### src/rtl/mem_bus_arbiter.sv
// Round-robin arbiter sharing one memory request/response port among NUM_MASTERS
// requesters, one transaction outstanding at a time, with a stall watchdog.
module mem_bus_arbiter #(
    parameter int NUM_MASTERS = 2,
    parameter int AW          = 32,
    parameter int DW          = 32,
    parameter int TIMEOUT     = 255,
    localparam int ID_W       = $clog2(NUM_MASTERS)
) (
    input  logic                        clk,
    input  logic                        rst,
    input  logic [NUM_MASTERS-1:0]      m_req_valid,
    output logic [NUM_MASTERS-1:0]      m_req_ready,
    input  logic [NUM_MASTERS*AW-1:0]   m_req_addr,
    input  logic [NUM_MASTERS-1:0]      m_req_wen,
    input  logic [NUM_MASTERS*DW-1:0]   m_req_wdata,
    input  logic [NUM_MASTERS*DW/8-1:0] m_req_wmask,
    output logic [NUM_MASTERS-1:0]      m_rsp_valid,
    output logic [DW-1:0]               m_rsp_rdata,
    output logic                        m_rsp_err,
    output logic                        s_req_valid,
    input  logic                        s_req_ready,
    output logic [AW-1:0]               s_req_addr,
    output logic                        s_req_wen,
    output logic [DW-1:0]               s_req_wdata,
    output logic [DW/8-1:0]             s_req_wmask,
    input  logic                        s_rsp_valid,
    input  logic [DW-1:0]               s_rsp_rdata,
    input  logic                        s_rsp_err,
    output logic                        busy,
    output logic [ID_W-1:0]             grant_id
);

    localparam int WB = DW / 8;
    localparam int CW = (TIMEOUT > 0) ? $clog2(TIMEOUT + 1) : 1;
    localparam logic [CW-1:0] CNT_LAST = CW'((TIMEOUT > 0) ? TIMEOUT - 1 : 0);

    // Handshakes: a request transfers on a cycle where valid and ready are both
    // high; valid and payload stay stable until then. Responses are single-cycle
    // pulses with no backpressure.
    typedef enum logic [1:0] {IDLE, REQ, WAIT, RESP} state_t;

    state_t           state;
    logic [ID_W-1:0]  ptr;
    logic [CW-1:0]    cnt;
    logic [CW-1:0]    cnt_inc;

    logic             win_found;
    logic [ID_W-1:0]  win_id;
    logic [ID_W:0]    sum;
    logic [NUM_MASTERS-1:0] win_onehot;
    logic [NUM_MASTERS-1:0] grant_onehot;
    logic [ID_W-1:0]  next_ptr;
    logic             timeout_hit;

    logic [AW-1:0]    sel_addr;
    logic             sel_wen;
    logic [DW-1:0]    sel_wdata;
    logic [WB-1:0]    sel_wmask;

    // First valid master at or after ptr, wrapping modulo NUM_MASTERS.
    always_comb begin
        win_found = 1'b0;
        win_id    = '0;
        sum       = '0;
        for (int k = 0; k < NUM_MASTERS; k++) begin
            sum = {1'b0, ptr} + (ID_W+1)'(k);
            if (sum >= (ID_W+1)'(NUM_MASTERS))
                sum = sum - (ID_W+1)'(NUM_MASTERS);
            if (!win_found && m_req_valid[sum[ID_W-1:0]]) begin
                win_found = 1'b1;
                win_id    = sum[ID_W-1:0];
            end
        end
    end

    always_comb begin
        sel_addr     = '0;
        sel_wen      = 1'b0;
        sel_wdata    = '0;
        sel_wmask    = '0;
        win_onehot   = '0;
        grant_onehot = '0;
        for (int i = 0; i < NUM_MASTERS; i++) begin
            win_onehot[i]   = win_found && (win_id == ID_W'(i));
            grant_onehot[i] = (grant_id == ID_W'(i));
            if (win_id == ID_W'(i)) begin
                sel_addr  = m_req_addr[i*AW +: AW];
                sel_wen   = m_req_wen[i];
                sel_wdata = m_req_wdata[i*DW +: DW];
                sel_wmask = m_req_wmask[i*WB +: WB];
            end
        end
    end

    assign next_ptr    = (win_id == ID_W'(NUM_MASTERS - 1)) ? '0 : win_id + 1'b1;
    assign cnt_inc     = (cnt == '1) ? cnt : cnt + 1'b1;
    assign timeout_hit = (TIMEOUT != 0) && (cnt == CNT_LAST);

    // Gated by rst so nothing is granted while reset is held.
    assign m_req_ready = (rst && state == IDLE) ? win_onehot : '0;

    always_ff @(posedge clk) begin
        if (!rst) begin
            state       <= IDLE;
            ptr         <= '0;
            cnt         <= '0;
            grant_id    <= '0;
            busy        <= 1'b0;
            s_req_valid <= 1'b0;
            s_req_addr  <= '0;
            s_req_wen   <= 1'b0;
            s_req_wdata <= '0;
            s_req_wmask <= '0;
            m_rsp_valid <= '0;
            m_rsp_rdata <= '0;
            m_rsp_err   <= 1'b0;
        end else begin
            case (state)
                IDLE: begin
                    if (win_found) begin
                        s_req_addr  <= sel_addr;
                        s_req_wen   <= sel_wen;
                        s_req_wdata <= sel_wdata;
                        s_req_wmask <= sel_wmask;
                        s_req_valid <= 1'b1;
                        grant_id    <= win_id;
                        ptr         <= next_ptr;
                        cnt         <= '0;
                        busy        <= 1'b1;
                        state       <= REQ;
                    end
                end
                REQ: begin
                    cnt <= cnt_inc;
                    if (s_req_ready) begin
                        s_req_valid <= 1'b0;
                        state       <= WAIT;
                    end else if (timeout_hit) begin
                        s_req_valid <= 1'b0;
                        m_rsp_valid <= grant_onehot;
                        m_rsp_rdata <= '0;
                        m_rsp_err   <= 1'b1;
                        state       <= RESP;
                    end
                end
                WAIT: begin
                    cnt <= cnt_inc;
                    if (s_rsp_valid) begin
                        m_rsp_valid <= grant_onehot;
                        m_rsp_rdata <= s_rsp_rdata;
                        m_rsp_err   <= s_rsp_err;
                        state       <= RESP;
                    end else if (timeout_hit) begin
                        m_rsp_valid <= grant_onehot;
                        m_rsp_rdata <= '0;
                        m_rsp_err   <= 1'b1;
                        state       <= RESP;
                    end
                end
                RESP: begin
                    m_rsp_valid <= '0;
                    busy        <= 1'b0;
                    state       <= IDLE;
                end
                default: state <= IDLE;
            endcase
        end
    end

endmodule
### config.mk
export PLATFORM = sky130hd
export DESIGN_NAME = mem_bus_arbiter
export DESIGN_NICKNAME = d
export VERILOG_FILES = /design/src/rtl/mem_bus_arbiter.sv
export SDC_FILE = /design/constraint.sdc
export NUM_CORES = 1
export LEC_CHECK = 0
export BUFFER_PORTS_ARGS = -buffer_cell sky130_fd_sc_hd__buf_2
export CAP_MARGIN = 20
export CORE_AREA = 2 2 110 112
export CTS_CLUSTER_SIZE = 24
export DETAILED_ROUTE_END_ITERATION = 16
export DIE_AREA = 0 0 112 114
export GPL_TIMING_DRIVEN = 0
export PLACE_DENSITY_LB_ADDON = 0.05
export SYNTH_ARGS = -nofsm -noshare
export SYNTH_HDL_FRONTEND = slang
export SYNTH_SLANG_ARGS = --single-unit
### constraint.sdc
create_clock -name clk -period 2.46 [get_ports clk]
set_input_delay 0.492 -clock clk [delete_from_list [all_inputs] [get_ports clk]]
set_output_delay 0.492 -clock clk [all_outputs]
set_load 0.02 [all_outputs]
== Word level (Yosys, flattened, before mapping) ==
Cells that the tools add are included.

* Flip-flop bits (word level): 118
* Latch bits: 0
* Bits in writable memories: 0
* ROM bits: 0
* Output and inout port bits: 109
* Memories: 0

* Add/subtract/negate cells: 5
* Multipliers: 0
* Divide/modulo/power cells: 0
* Order comparisons: 4
* Eq/ne operators: 9
* Shift-type cells: 0
* Mux-type cells: 41
* Bitwise operators: 2
* Reductions and logical operators: 18

{| class="wikitable"
|+ Operators with widths
! cell !! count
|-
| 32-bit 2-to-1 mux || 5
|-
| 32-bit one-hot mux with 2 select lines || 1
|-
| 1-bit 2-to-1 mux || 18
|-
| 8-bit == test (second input constant) || 2
|-
| 2-bit 2-to-1 mux || 8
|-
| 8-bit 2-to-1 mux || 2
|-
| 8-bit one-hot mux with 2 select lines || 1
|-
| 8-bit by 1-bit adder with 8-bit output (second input constant) || 1
|-
| 2-bit one-hot mux with 4 select lines || 1
|-
| 2-bit AND reduction || 4
|-
| 2-bit nonzero test || 4
|-
| 2-bit inequality test (second input constant) || 3
|-
| 1-bit one-hot mux with 2 select lines || 3
|-
| 2-bit one-hot mux with 3 select lines || 1
|-
| 3-bit AND reduction || 2
|-
| 2-bit == test (second input constant) || 2
|-
| 1-bit logical AND || 4
|-
| 1-bit by 2-bit less-than comparator with 1-bit output (second input constant) || 2
|-
| 4-bit 2-to-1 mux || 1
|-
| 3-bit inequality test (second input constant) || 1
|-
| 3-bit nonzero test || 1
|-
| 1-bit by 1-bit adder with 2-bit output (second input constant) || 1
|-
| 2-bit by 1-bit == test with 1-bit output (second input constant) || 1
|-
| 1-bit by 2-bit >= comparator with 1-bit output (second input constant) || 1
|-
| 7 further kinds || 9
|}

== Longest topological paths before layout ==
* Word-level depth: 11
* Mapped depth: 8
* Depth with buffers taken out: 6

== Worst setup path before layout ==
OpenSTA, ideal clock, no wires.

* Path kind: flip-flop to output port
* From: register state[0]
* To: output port m_req_ready[1]
* Arrival time: 1499 ps
* Data required time: 1968 ps
* Path slack: 469 ps
* Cell stages (with the launch flop): 6
* Path buffers: 1
* Cell sequence: dfxtp_1 inv_1 ha_1 nand3_1 a21oi_1 clkbuf_1

* Longest elaborated chain between the ends: 3

{| class="wikitable"
|+ Ends and longest elaborated chain
! what !! RTL line !! text
|-
| from (decl) || 43 || <nowiki>state_t state;</nowiki>
|-
| from (signal assigned) || 105 || <nowiki>state <= IDLE;</nowiki>
|-
| from (signal assigned) || 131 || <nowiki>state <= REQ;</nowiki>
|-
| from (signal assigned) || 138 || <nowiki>state <= WAIT;</nowiki>
|-
| 2-bit zero test || 101 || <nowiki>assign m_req_ready = (rst && state == IDLE) ? win_onehot : '0;</nowiki>
|-
| 1-bit logical AND || 101 ||
|-
| 2-bit 2-to-1 mux || 101 ||
|-
| to (decl) || 13 || <nowiki>output logic [NUM_MASTERS-1:0] m_req_ready,</nowiki>
|}

Every way passes these cells.

== Final worst setup path ==
* From: register state[1]
* To: output port m_req_ready[0]

Same word-level chain as after synthesis.

==> metrics list <==
- Uppermost layer routed: met4
- The critical path crosses 6 cells after its start point.
- STA classifies the critical path endpoint as an output port.
* Width of the die: 112 um
- For this design, the CTS-stage hold fixing added 0 buffers.
* Drt drc: 0
* Average routed wire per standard cell: 15.4 um
- The critical path is of the reg -> out type.
- The count of nets left with antenna violations once routing finished came out at 0.
- The detailed router put a total of 5750 um of wire on met1.
- Dividing the detail-routed via count by the number of cells gives 5.00.
* Delay of the slowest critical-path stage: 340 ps
- The via count of the first global-routing pass is 4773.
- The min-delay analysis places its worst path in the category in -> reg.
* Accumulated negative setup slack: 0 ps
* Reg2reg path depth: 7
* Clock tree from TritonCTS: yes
- At the worst endpoint, the arrival time is 1810 ps.
- Counting the buffers created by CTS gives 17.
- Net switching power figure: 1.85 mW
- The worst register-to-register path has a setup slack of 390 ps.
- In this run the tool buffered the top-level ports with 284 buffer cells.
- The initial utilization of the core area, before any placement, comes to 38.3%.
* Total cell area at the placement stage: 6090 um2
- Of the available clock period, the critical path in the final layout requires 93.4%.
- Maximum net fanout on the critical path: 10
- Die height: 114 um
- At the pin with the least slew margin, the transition time is 658 ps.
* Post-Layout Inst Area: 6710 um2
- Number of buffers on the longest clock path: 2
- Portion of the post-synthesis area used by sequential elements: 52.6%
* Number of enable-type register cells in the synthesized netlist: 0
* CP startpoint kind: flip-flop
* Share of synthesized registers carrying an async set or reset: 0%
* CTS H-Tree Depth: 4
- Entering global routing, the biggest net connects 18 pins.
- Std-Cell Core Area: 11700 um2
* Pre-CTS worst setup slack: -236 ps
- Worst hold margin: 259 ps
* Minimum clock period after layout: 2300 ps
* Number of DRC violations after detailed-routing iteration 0: 296
- Site row count: 40
- Power share of the combinational group: 23.9%
- Largest clock skew in the final design: 9.19 ps
- Mean post-synth cell area: 9.03 um2
* Flip-flop and latch count after synthesis: 118
- Total Die Area: 12800 um2
- In the synthesized netlist, the number of instances is 497.
- 286 I/O pins were placed.
- Dpl cells: 928
* Routed length on met2: 7610 um
- The clock network is responsible for 37.3% of the overall power.
- Across the VDD grid, the largest voltage drop is 0.640 mV.
- First-pass GRT wire length: 23300 um
* Main synth FF type: sky130_fd_sc_hd__dfxtp_1
* Worst path most repeated cell: sky130_fd_sc_hd__buf_2
- The routed design has 14800 um of wire.
- Setup violations remaining at the end of the flow were counted as 0.
- At the end of the flow, the number of nets in the layout was 988.
- Number of sinks on the clock net: 118
* Length of the first detailed-routing pass in iterations: 5
* Clock transition at the registers of the reported paths: 50 ps
- Post-Synthesis Net Count: 681
- The mapped netlist covers 4490 um2.
- Setup repair after global routing left no endpoint under its margin.
- Buf/Inv on CP: 3
* Count of final max-slew check failures: 0
- The Yosys step of the flow raised 0 warnings.
* Result of the run: complete, no violations
- Fraction of layout instances using a drive strength above 1: 40.5%
- The analysis attributes to cell leakage a power of 3.49 nW.
- Max Fclk: 435 MHz
* Required time at the worst-slack endpoint: 1970 ps
* Antenna violations before repair: 0
- The cell sitting at the root of the clock tree is a sky130_fd_sc_hd__clkbuf_16.
* Yosys cell types: 37
- The count of cells in the finished layout, fillers not included, comes to 961.
* Via Count: 4804
- Critical path's top delay family: buffers and inverters
- The tool flagged a number of max-cap violations equal to 0.
- Critical path cell sequence: inv_1 > ha_4 > nand3_1 > a21oi_4 > buf_2 > buf_2
- The later pin in the worst-skew pair is clocked with a latency of 410 ps.
- Net switching is 30.9% of the power.
* Final Worst Setup Slack: 162 ps
- The routed design uses 1160 um of met3 wire.
- Master of the slowest instance on the critical path: sky130_fd_sc_hd__dfxtp_1
- Overall global routing resource usage: 23.2%
- The congestion estimate from routability-driven global placement came to 0.831.
- Once detailed placement completed, the half-perimeter wirelength came to 11500 um.
- Leftover overflow at the end of global routing: 0
* Count of cells along the worst hold path: 3
* Hold violation count in the final report: 0
- Area Overhead vs Synth: 49.4%
* Internal Pwr Total: 4.14 mW
- In this run the power density over the cells is 895 nW/um2.
- Of the total power, registers draw 38.8%.
* # diodes: 0
- Slew Limit Headroom: 55.7%
-- cell families after synthesis --
family,after synthesis,synth area share [%]
multiplexers,2,0.446
buffers and inverters,43,4.04
AO/OA/AOI/OAI,146,24.3
AND/OR/NAND/NOR,181,16.6
adder cells (fa/ha/maj),7,1.95
flip-flops,118,52.6
-- power by group through the flow --
stage | sequential (mW) | combinational, mW | clock (mW)
CTS | 2.32 | 1.44 | 2.29
finish | 2.33 | 1.43 | 2.24
floorplan | 2.64 | 0.550 | 0
global placement | 2.35 | 1.39 | 0
detailed placement | 2.35 | 1.41 | 0
global route | 2.36 | 1.57 | 2.38
-- Yosys cell counts (all sizes together), types with 3 or more instances --
master,n,area [um2]
nand2,151,567
dfxtp,118,2360
a22oi,69,518
a22o,32,280
clkbuf,23,87.6
a21oi,15,75.1
buf,10,56.3
inv,10,37.5
o21ai,9,48.8
nor2,8,30.0
ha,7,87.6
nand3,5,25.0
o31ai,4,30.0
or4,4,30.0
a21o,3,22.5
and2,3,18.8
o21a,3,22.5
-- tightest hold or removal path: stages --
cell and delay, ps:
sky130_fd_sc_hd__buf_2 80, sky130_fd_sc_hd__nand2_1 40, sky130_fd_sc_hd__nand2_1 40
-- what timing repair did --
action	CTS	global route
setup buffers	1	4
resized for setup	8	0
endpoints found under the setup margin	2	1
-- layer usage --
metal	global-route usage, %	up-vias
met3	9.51	26
met4	8.62	0
met5	0	-
met2	40.9	172
li1	-	2394
met1	25.2	2212
-- area by class of cell --
class                           count  area (um2)
Buffer                             32         140
Clock buffer                       26         519
Clock inverter                      3        17.5
Fill cell                        1121        5010
Inverter                           10        37.5
Multi-Input combinational cell    336        1980
Sequential cell                   118        2360
Tap cell                          147         184
Timing Repair Buffer              289        1470
-- flip-flops by register name, indices dropped and copies added (netlist names) --
name and count:
busy 1, cnt 8, grant_id 1, m_rsp_err 1, m_rsp_rdata 32, m_rsp_valid 2, ptr 1, s_req_addr 32
s_req_valid 1, s_req_wdata 32, s_req_wen 1, s_req_wmask 4, state 2
-- stage by stage --
stage	power (mW)	utilization, %
floorplan	3.19	-
global placement	3.73	52.0
detailed placement	3.76	52.0
CTS	6.05	57.0
global route	6.30	57.3
finish	6.00	57.3
-- placed cells by master, fill, tap and decap left out, types with 2 or more instances in the layout --
cell type	instances
sky130_fd_sc_hd__buf_6	2
sky130_fd_sc_hd__o211ai_1	2
sky130_fd_sc_hd__a311oi_1	2
sky130_fd_sc_hd__nand4_1	2
sky130_fd_sc_hd__clkbuf_8	6
sky130_fd_sc_hd__clkbuf_1	24
sky130_fd_sc_hd__o21ai_0	8
sky130_fd_sc_hd__nand3_1	5
sky130_fd_sc_hd__clkinv_2	2
sky130_fd_sc_hd__inv_1	10
sky130_fd_sc_hd__or4b_1	2
sky130_fd_sc_hd__o21a_1	3
sky130_fd_sc_hd__a22oi_1	69
sky130_fd_sc_hd__a22o_1	32
sky130_fd_sc_hd__a21oi_1	13
sky130_fd_sc_hd__buf_4	5
sky130_fd_sc_hd__clkbuf_16	17
sky130_fd_sc_hd__a21o_1	3
sky130_fd_sc_hd__dfxtp_1	118
sky130_fd_sc_hd__or4_1	4
sky130_fd_sc_hd__ha_1	6
sky130_fd_sc_hd__and2_1	3
sky130_fd_sc_hd__o31ai_1	4
sky130_fd_sc_hd__nand2_1	151
sky130_fd_sc_hd__nor4_1	2
sky130_fd_sc_hd__nor2_1	8
sky130_fd_sc_hd__a21oi_4	2
sky130_fd_sc_hd__mux2i_1	2
sky130_fd_sc_hd__buf_2	292
-- final timing paths --
kind	startpoint	to
max reg2reg	state[0]$_SDFFE_PN0P_	m_rsp_rdata[13]$_SDFFE_PN0P_
min reg2reg	m_rsp_rdata[14]$_SDFFE_PN0P_	m_rsp_rdata[14]$_SDFFE_PN0P_
max	state[1]$_SDFFE_PN0P_	m_req_ready[0]
min	m_req_addr[59]	s_req_addr[27]$_SDFFE_PN0P_
(Power assumes the default switching activity.)
